--- src/rtl/pixel_dequantizer_if.sv ---
// rtl/pixel_dequantizer_if.sv - quantized-code input stream and Q0.32 output stream
interface pixel_dequantizer_if;
    logic [7:0]  in_data;
    logic        in_valid;
    logic        in_last;
    logic        in_ready;
    logic [31:0] out_data;
    logic [7:0]  out_pixel;
    logic        out_sat;
    logic        out_last;
    logic        out_valid;
    logic        out_ready;

    modport master (
        output in_data, in_valid, in_last, out_ready,
        input  in_ready, out_data, out_pixel, out_sat, out_last, out_valid
    );

    modport slave (
        input  in_data, in_valid, in_last, out_ready,
        output in_ready, out_data, out_pixel, out_sat, out_last, out_valid
    );
endinterface

--- src/rtl/pixel_dequantizer.sv ---
// rtl/pixel_dequantizer.sv - zero-point removal, Q0.32 rescale with saturation, frame counting
module pixel_dequantizer #(
    parameter int          FRAME_PIXELS = 51529,
    parameter int          CNT_W        = 16,
    parameter logic [31:0] RST_SCALE    = 32'h01010101,
    parameter logic [7:0]  RST_ZP       = 8'd0
) (
    input  logic                clk,
    input  logic                rstn,
    pixel_dequantizer_if.slave  s,
    input  logic                cfg_we,
    input  logic [31:0]         cfg_scale,
    input  logic [7:0]          cfg_zp,
    output logic                err_len,
    input  logic                err_clr
);
    localparam logic [CNT_W-1:0] LAST_IDX = CNT_W'(FRAME_PIXELS - 1);

    logic               en;
    logic               accept;
    logic               at_first;
    logic               at_last;
    logic [CNT_W-1:0]   count;

    logic [31:0]        scale_active;
    logic [31:0]        scale_shadow;
    logic [31:0]        scale_beat;
    logic [7:0]         zp_active;
    logic [7:0]         zp_shadow;
    logic [7:0]         zp_beat;
    logic               pending;

    logic               s1_valid;
    logic               s1_last;
    logic signed [8:0]  s1_diff;
    logic [31:0]        s1_scale;
    logic               s2_valid;
    logic               s2_last;
    logic signed [40:0] s2_prod;
    logic signed [40:0] prod;

    logic [31:0]        out_data_r;
    logic               out_sat_r;
    logic               out_last_r;
    logic               out_valid_r;

    assign en         = ~out_valid_r | s.out_ready;
    assign s.in_ready = rstn & en;
    assign accept     = s.in_valid & s.in_ready;
    assign at_first   = (count == '0);
    assign at_last    = (count == LAST_IDX);

    // The first beat of a frame picks up a pending (or same-cycle) config;
    // the chosen scale travels with the beat so a later commit cannot leak
    // into beats still in flight.
    always_comb begin
        scale_beat = scale_active;
        zp_beat    = zp_active;
        if (at_first) begin
            if (cfg_we) begin
                scale_beat = cfg_scale;
                zp_beat    = cfg_zp;
            end else if (pending) begin
                scale_beat = scale_shadow;
                zp_beat    = zp_shadow;
            end
        end
    end

    assign prod = $signed({{32{s1_diff[8]}}, s1_diff}) * $signed({9'd0, s1_scale});

    always_ff @(posedge clk) begin
        if (!rstn) begin
            count        <= '0;
            scale_active <= RST_SCALE;
            scale_shadow <= RST_SCALE;
            zp_active    <= RST_ZP;
            zp_shadow    <= RST_ZP;
            pending      <= 1'b0;
            err_len      <= 1'b0;
            s1_valid     <= 1'b0;
            s1_last      <= 1'b0;
            s1_diff      <= '0;
            s1_scale     <= '0;
            s2_valid     <= 1'b0;
            s2_last      <= 1'b0;
            s2_prod      <= '0;
            out_data_r   <= '0;
            out_sat_r    <= 1'b0;
            out_last_r   <= 1'b0;
            out_valid_r  <= 1'b0;
        end else begin
            if (cfg_we) begin
                scale_shadow <= cfg_scale;
                zp_shadow    <= cfg_zp;
                pending      <= 1'b1;
            end
            if (accept) begin
                count <= at_last ? '0 : count + CNT_W'(1);
                if (at_first && (cfg_we || pending)) begin
                    scale_active <= scale_beat;
                    zp_active    <= zp_beat;
                    pending      <= 1'b0;
                end
            end

            if (accept && (s.in_last != at_last)) begin
                err_len <= 1'b1;
            end else if (err_clr) begin
                err_len <= 1'b0;
            end

            if (en) begin
                s1_valid <= accept;
                s1_last  <= at_last;
                s1_diff  <= 9'({1'b0, s.in_data} - {1'b0, zp_beat});
                s1_scale <= scale_beat;

                s2_valid <= s1_valid;
                s2_last  <= s1_last;
                s2_prod  <= prod;

                out_valid_r <= s2_valid;
                out_last_r  <= s2_last;
                if (s2_prod[40]) begin
                    out_data_r <= 32'h0000_0000;
                    out_sat_r  <= 1'b1;
                end else if (|s2_prod[39:32]) begin
                    out_data_r <= 32'hFFFF_FFFF;
                    out_sat_r  <= 1'b1;
                end else begin
                    out_data_r <= s2_prod[31:0];
                    out_sat_r  <= 1'b0;
                end
            end
        end
    end

    assign s.out_data  = out_data_r;
    assign s.out_pixel = out_data_r[31:24];
    assign s.out_sat   = out_sat_r;
    assign s.out_last  = out_last_r;
    assign s.out_valid = out_valid_r;
endmodule

--- src/flat_wrapper.sv ---
// flat-port wrapper written by rule: the top's interface ports become plain ports
module pixel_dequantizer_flat 
#(
    parameter int          FRAME_PIXELS = 51529,
    parameter int          CNT_W        = 16,
    parameter logic [31:0] RST_SCALE    = 32'h01010101,
    parameter logic [7:0]  RST_ZP       = 8'd0
)
  (clk, rstn, cfg_we, cfg_scale, cfg_zp, err_len, err_clr, s_in_data, s_in_valid, s_in_last, s_out_ready, s_in_ready, s_out_data, s_out_pixel, s_out_sat, s_out_last, s_out_valid);
  pixel_dequantizer_if s_i ();
  input  logic clk;
  input  logic rstn;
  input  logic cfg_we;
  input  logic [31:0] cfg_scale;
  input  logic [7:0] cfg_zp;
  output logic err_len;
  input  logic err_clr;
  input wire logic [$bits(s_i.in_data)-1:0] s_in_data;
  input wire logic [$bits(s_i.in_valid)-1:0] s_in_valid;
  input wire logic [$bits(s_i.in_last)-1:0] s_in_last;
  input wire logic [$bits(s_i.out_ready)-1:0] s_out_ready;
  output wire logic [$bits(s_i.in_ready)-1:0] s_in_ready;
  output wire logic [$bits(s_i.out_data)-1:0] s_out_data;
  output wire logic [$bits(s_i.out_pixel)-1:0] s_out_pixel;
  output wire logic [$bits(s_i.out_sat)-1:0] s_out_sat;
  output wire logic [$bits(s_i.out_last)-1:0] s_out_last;
  output wire logic [$bits(s_i.out_valid)-1:0] s_out_valid;
  assign s_i.in_data = s_in_data;
  assign s_i.in_valid = s_in_valid;
  assign s_i.in_last = s_in_last;
  assign s_i.out_ready = s_out_ready;
  assign s_in_ready = s_i.in_ready;
  assign s_out_data = s_i.out_data;
  assign s_out_pixel = s_i.out_pixel;
  assign s_out_sat = s_i.out_sat;
  assign s_out_last = s_i.out_last;
  assign s_out_valid = s_i.out_valid;
  pixel_dequantizer #(.FRAME_PIXELS(FRAME_PIXELS), .CNT_W(CNT_W), .RST_SCALE(RST_SCALE), .RST_ZP(RST_ZP)) u_core (.clk(clk), .rstn(rstn), .s(s_i), .cfg_we(cfg_we), .cfg_scale(cfg_scale), .cfg_zp(cfg_zp), .err_len(err_len), .err_clr(err_clr));
endmodule
--- config.mk ---
export PLATFORM = sky130hd
export DESIGN_NAME = pixel_dequantizer_flat
export DESIGN_NICKNAME = d
export VERILOG_FILES = /design/src/rtl/pixel_dequantizer_if.sv /design/src/rtl/pixel_dequantizer.sv /design/src/flat_wrapper.sv
export SDC_FILE = /design/constraint.sdc
export NUM_CORES = 1
export LEC_CHECK = 0
export BUFFER_PORTS_ARGS = -buffer_cell sky130_fd_sc_hd__buf_2
export CAP_MARGIN = 20
export CORE_MARGIN = 2
export CORE_UTILIZATION = 47
export CTS_CLUSTER_DIAMETER = 120
export DETAILED_ROUTE_END_ITERATION = 16
export GPL_ROUTABILITY_DRIVEN = 1
export GPL_TIMING_DRIVEN = 0
export PLACE_DENSITY_LB_ADDON = 0.15
export SETUP_SLACK_MARGIN = 0.05
export SYNTH_ARGS = -nofsm -noshare
export SYNTH_HDL_FRONTEND = slang
export SYNTH_SLANG_ARGS = --single-unit
--- constraint.sdc ---
create_clock -name clk -period 5.97 [get_ports clk]
set_clock_uncertainty 0.2 [all_clocks]
set_input_delay 0.597 -clock clk [delete_from_list [all_inputs] [get_ports clk]]
set_output_delay 0.597 -clock clk [all_outputs]
set_load 0.02 [all_outputs]
# Word-level counts from Yosys, hierarchy flattened
# Cells that the tools add are included.
# word_totals
reg_bits	219
inputBits	55
output_inout_bits	45
word_cells	50
# op_classes
add_sub_neg	2
multipliers	1
n_eq_ne	2
muxes	16
n_bitwise	4
n_reduce_logical	7
# op_table
cell	n
32-bit 2-to-1 mux	5
9-bit by 33-bit multiplier with 41-bit output	1
8-bit 2-to-1 mux	3
16-bit by 1-bit adder with 16-bit output (second input constant)	1
16-bit equality test (second input constant)	1
16-bit logical NOT	1
16-bit 2-to-1 mux	1
8-bit by 8-bit subtractor with 9-bit output	1
8-bit OR reduction	1
1-bit 2-to-1 mux	7
1-bit AND	2
1-bit logical AND	2
2-bit AND reduction	1
2-bit nonzero test	1
1-bit logical OR	1
1-bit != test	1
1-bit NOT	1
1-bit bitwise OR	1

# Depth between registers and ports, before layout
# logic_depth
ltp_word	6
depth_mapped	20

# Least setup slack after synthesis
# OpenSTA, ideal clock, no wires.
# synth_path
path_type	flip-flop to flip-flop
startpoint	register u_core.s1_diff[0]
endpoint	register u_core.s2_prod[26]
setup_time_ps	122
arrival_ps	5106
required_time_ps	5648
setup_slack_ps	542
path_stages_with_launch	20
path_buffers	2
period_less_slack_ps	5428
cell_sequence	dfxtp_1 > clkbuf_1 > clkbuf_1 > nand2_1 > fa_1 > inv_1 > fa_1 > inv_1 > fa_1 > inv_1 > fa_1 > fa_1 > ha_1 > nand3_1 > nor2_1 > o211ai_1 > o311a_1 > o21bai_1 > a211oi_1 > a221o_1
# synth_between
elab_chain_cells	1
# synth_lines
item	line	text
start: declaration	pixel_dequantizer.sv:35	logic signed [8:0] s1_diff;
start signal: assignment	pixel_dequantizer.sv:116	s1_diff <= 9'({1'b0, s.in_data} - {1'b0, zp_beat});
9-bit by 33-bit multiplier with 41-bit output	pixel_dequantizer.sv:70	assign prod = $signed({{32{s1_diff[8]}}, s1_diff}) * $signed({9'd0, s1_scale});
end signal: assignment	pixel_dequantizer.sv:121	s2_prod <= prod;
end: declaration	pixel_dequantizer.sv:39	logic signed [40:0] s2_prod;
# Every way passes these cells.
# A chain may end at the register's enable or synchronous reset.

# Final worst setup path
# layout_path
startpoint	register u_core.s1_diff[1]
endpoint	register u_core.s2_prod[26]
# The elaborated chain is that of the path after synthesis.

==> results.yml <==
outcome:
  status: "finished clean"
layout:
  stdcell_count: 2721
  nFillCells: 3665
  diodes: 0
  layout-drive-gt1-share_pct: 10.0
  area_delta_synth_final_pct: 10.9
  fin_nets: 2567
power_and_ir_drop:
  internal_power_mw: 3.38
  p_seq_share_pct: 32.5
  p_total_mw: 5.68
  power.share.combinational_pct: 42.2
  p_per_area_mw_per_mm2: 284
  ir_worst_vdd_mv: 0.204
  sw_frac_of_total_pct: 40.5
  clkPwrFrac_pct: 25.3
  power_switching_mw: 2.30
  power_leakage_nw: 9.37
sta:
  setup_ws_ps: 230
  fin_crit_sh_pct: 96.1
  slew_viol_final: 0
  clock.fmax_mhz: 174
  setup_viol: 0
  max-slew-margin-rel_pct: 46.1
  whs_ps: 104
  fin_crit_ps: 5740
  hold_violations: 0
  rsz0062_at_grt: "no"
  worstMarginPinSlew_ps: 809
critical_path:
  cp-start-kind: "flip-flop"
  cp.arrival_ps: 5960
  slowest_stage: "fa_1"
  crit_path_frequent_cell: "fa_1"
  critPathCaptureType: "flip-flop"
  r2r_cells: 18
  path_max_fanout: 10
  cp.required_ps: 6190
  critical-path-max-stage-delay_ps: 530
  critical_path_class: "flip-flop to flip-flop"
  crit_chain: "clkbuf_4 > nand2_1 > fa_1 > inv_1 > fa_1 > inv_1 > fa_1 > inv_1 > fa_1 > fa_1 > ha_1 > nand3_1 > nor2_1 > o211ai_1 > o311a_4 > o21bai_2 > a211oi_1 > a221o_1"
placement:
  pre_cts_ws_ps: -549
  gp_congestion: 0.926
  place_hpwl_mm: 43.1
  numPortBuffers: 98
  dp_cells: 2701
synth:
  ys_types: 64
  yosysMostFrequentCell: "nand2_1"
  synth_common_cells: "nand2_1, dfxtp_1, fa_1, and2_1, nor2_1"
  yosysTopAreaCell: "dfxtp_1"
  syn_area_mm2: 0.0180
  synth_area_leaders: "dfxtp_1, fa_1, ha_1"
  ys_seq_area_share_pct: 24.3
  synth_warnings: 0
  ys_async_sr_fraction_pct: 0
  ys_ff_latch: 219
  avgSynthCellArea_um2: 8.63
  synth_top_area_share_pct: 24.3
  synthesis.nets: 2466
  synth_edf_count: 0
  netlist_instances: 2092
  ys.flop_type: "dfxtp_1"
drt:
  drc: 0
  firstDrtPassIters: 5
  wl_per_cell_um: 19.6
  wirelength_mm: 53.2
  vias_per_cell: 5.57
  drt-initial-drc-count: 937
  route.antenna.remaining_nets: 0
  vias: 15167
floorplanning:
  initial_utilization_pct: 47.8
  die_area_mm2: 0.0400
  chipHeight_um: 200
  io-pin-count: 100
  core_area_mm2: 0.0378
  die_w_um: 200
  rows: 71
clocking:
  cts_tree: "done"
  numCtsBuffers: 25
  hold_buffers: 0
  cts_sinks: 219
  clock_latency_ps: 530
  h-tree-depth: 1
  clockRootBuffer: "clkbuf_16"
  clock_path_buffers: 3
  clkTransAtPathRegs_ps: 60
grt:
  grt_first_pass_wirelength_mm: 83.7
  antenna_found_initial: 0
  grt_max_degree: 14
  globalRouteTotalUtil_pct: 27.2
  grt_pass1_vias: 15338
  overflow: 0
hold_path:
  holdCritPathClass: "primary input to flip-flop"
  hold_depth: 3
job:
  maxCapViolCount: 0
## area by class of cell
class	count	area (um^2)	share of cell area, %
clock inverter	10	62.6	0.313
clock buffer	34	699	3.50
timing repair buffer	98	490	2.45
inverter	123	462	2.31
multi-input combinational	1586	12600	63.1
sequential	219	4400	22.0
tap	511	639	3.20
buffer	140	637	3.18
## power groups by stage
stage,Clock (mW),Sequential (mW),Combinational (mW)
finish,1.44,1.85,2.40
global route,1.53,1.87,2.64
CTS,1.47,1.81,2.43
detailed placement,0,1.83,2.41
global placement,0,1.83,2.39
floorplan,0,1.87,1.55
## repair_timing
item,4_1_cts,5_1_grt
gates resized for setup,31,51
endpoints found under the setup margin,20,20
buffers inserted,0,0
pin swaps,0,2
## worst paths after layout
check / startpoint / end / slack, ps
worst min-delay path: cfg_scale[8] / u_core.scale_shadow[8]$_SDFFE_PN1P_ / 100
worst max register to register: u_core.s1_diff[1]$_SDFFE_PN0N_ / u_core.s2_prod[26]$_SDFFE_PN0N_ / 230
worst min register to register: u_core.s.out_data[8]$_SDFFE_PN0N_ / u_core.s.out_data[8]$_SDFFE_PN0N_ / 240
worst max-delay path: u_core.s1_diff[1]$_SDFFE_PN0N_ / u_core.s2_prod[26]$_SDFFE_PN0N_ / 230
## per-stage QoR
step	util [%]	TNS, ps	instance area [um^2]
CTS	52.9	0	20000
floorplan	-	0	18000
global route	53.0	0	20000
finish	53.0	0	20000
global placement	50.8	-2490	19200
detailed placement	50.8	-3980	19200
## worst max-delay path, delay by kind of cell, from the launching register on
kind | cells | cell delay (ps)
flip-flops | 1 | 440
AND/OR/NAND/NOR | 3 | 400
adder cells (fa/ha/maj) | 6 | 2820
buffers and inverters | 4 | 420
AO/OA/AOI/OAI | 5 | 1330
## cells by family after synthesis
kind of cell / after synthesis / synth area share (%)
flops: 219 / 24.3
simple gates: 809 / 21.2
fa+ha+maj: 319 / 30.9
mux: 36 / 2.00
compound gates: 390 / 13.8
buf+inv: 287 / 6.28
xor+xnor: 32 / 1.55
## cell usage in the layout, fill, tap and decap left out, types with 10 or more instances in the layout
cell type / synthesis / layout
nand2_1: 334 / 334
fa_1: 212 / 212
dfxtp_1: 219 / 208
and2_1: 155 / 155
nor2_1: 138 / 138
inv_1: 122 / 122
a21oi_1: 122 / 120
buf_2: 14 / 114
ha_1: 107 / 107
o21ai_0: 93 / 90
clkbuf_1: 126 / 83
nor3_1: 40 / 40
nor2b_1: 39 / 39
mux2i_1: 36 / 36
nand3_1: 34 / 33
a22o_1: 32 / 32
a221oi_1: 27 / 25
clkbuf_16: 0 / 25
a21o_1: 23 / 23
nand4_1: 22 / 22
xor2_1: 18 / 18
clkbuf_2: 0 / 16
xnor2_1: 14 / 14
a22oi_1: 13 / 13
or3_1: 13 / 13
buf_1: 15 / 12
dfxtp_2: 0 / 11
a31oi_1: 11 / 10
and3_1: 10 / 10
## sequential cells by signal (all words and copies together), names as in the netlist, 8 cells and up
register             count
u_core.zp_active         8
u_core.s1_scale         32
u_core.s.out_data       32
u_core.scale_shadow     32
u_core.s2_prod          41
u_core.scale_active     32
u_core.s1_diff           9
u_core.zp_shadow         8
u_core.count            16
## metal layers
metal / share of wire, % / track usage [%]
met5: 0 / 0
met4: 3.5 / 9.22
met3: 5.2 / 3.36
met2: 47 / 45.5
met1: 44 / 36.5
(Power assumes the default switching activity.)
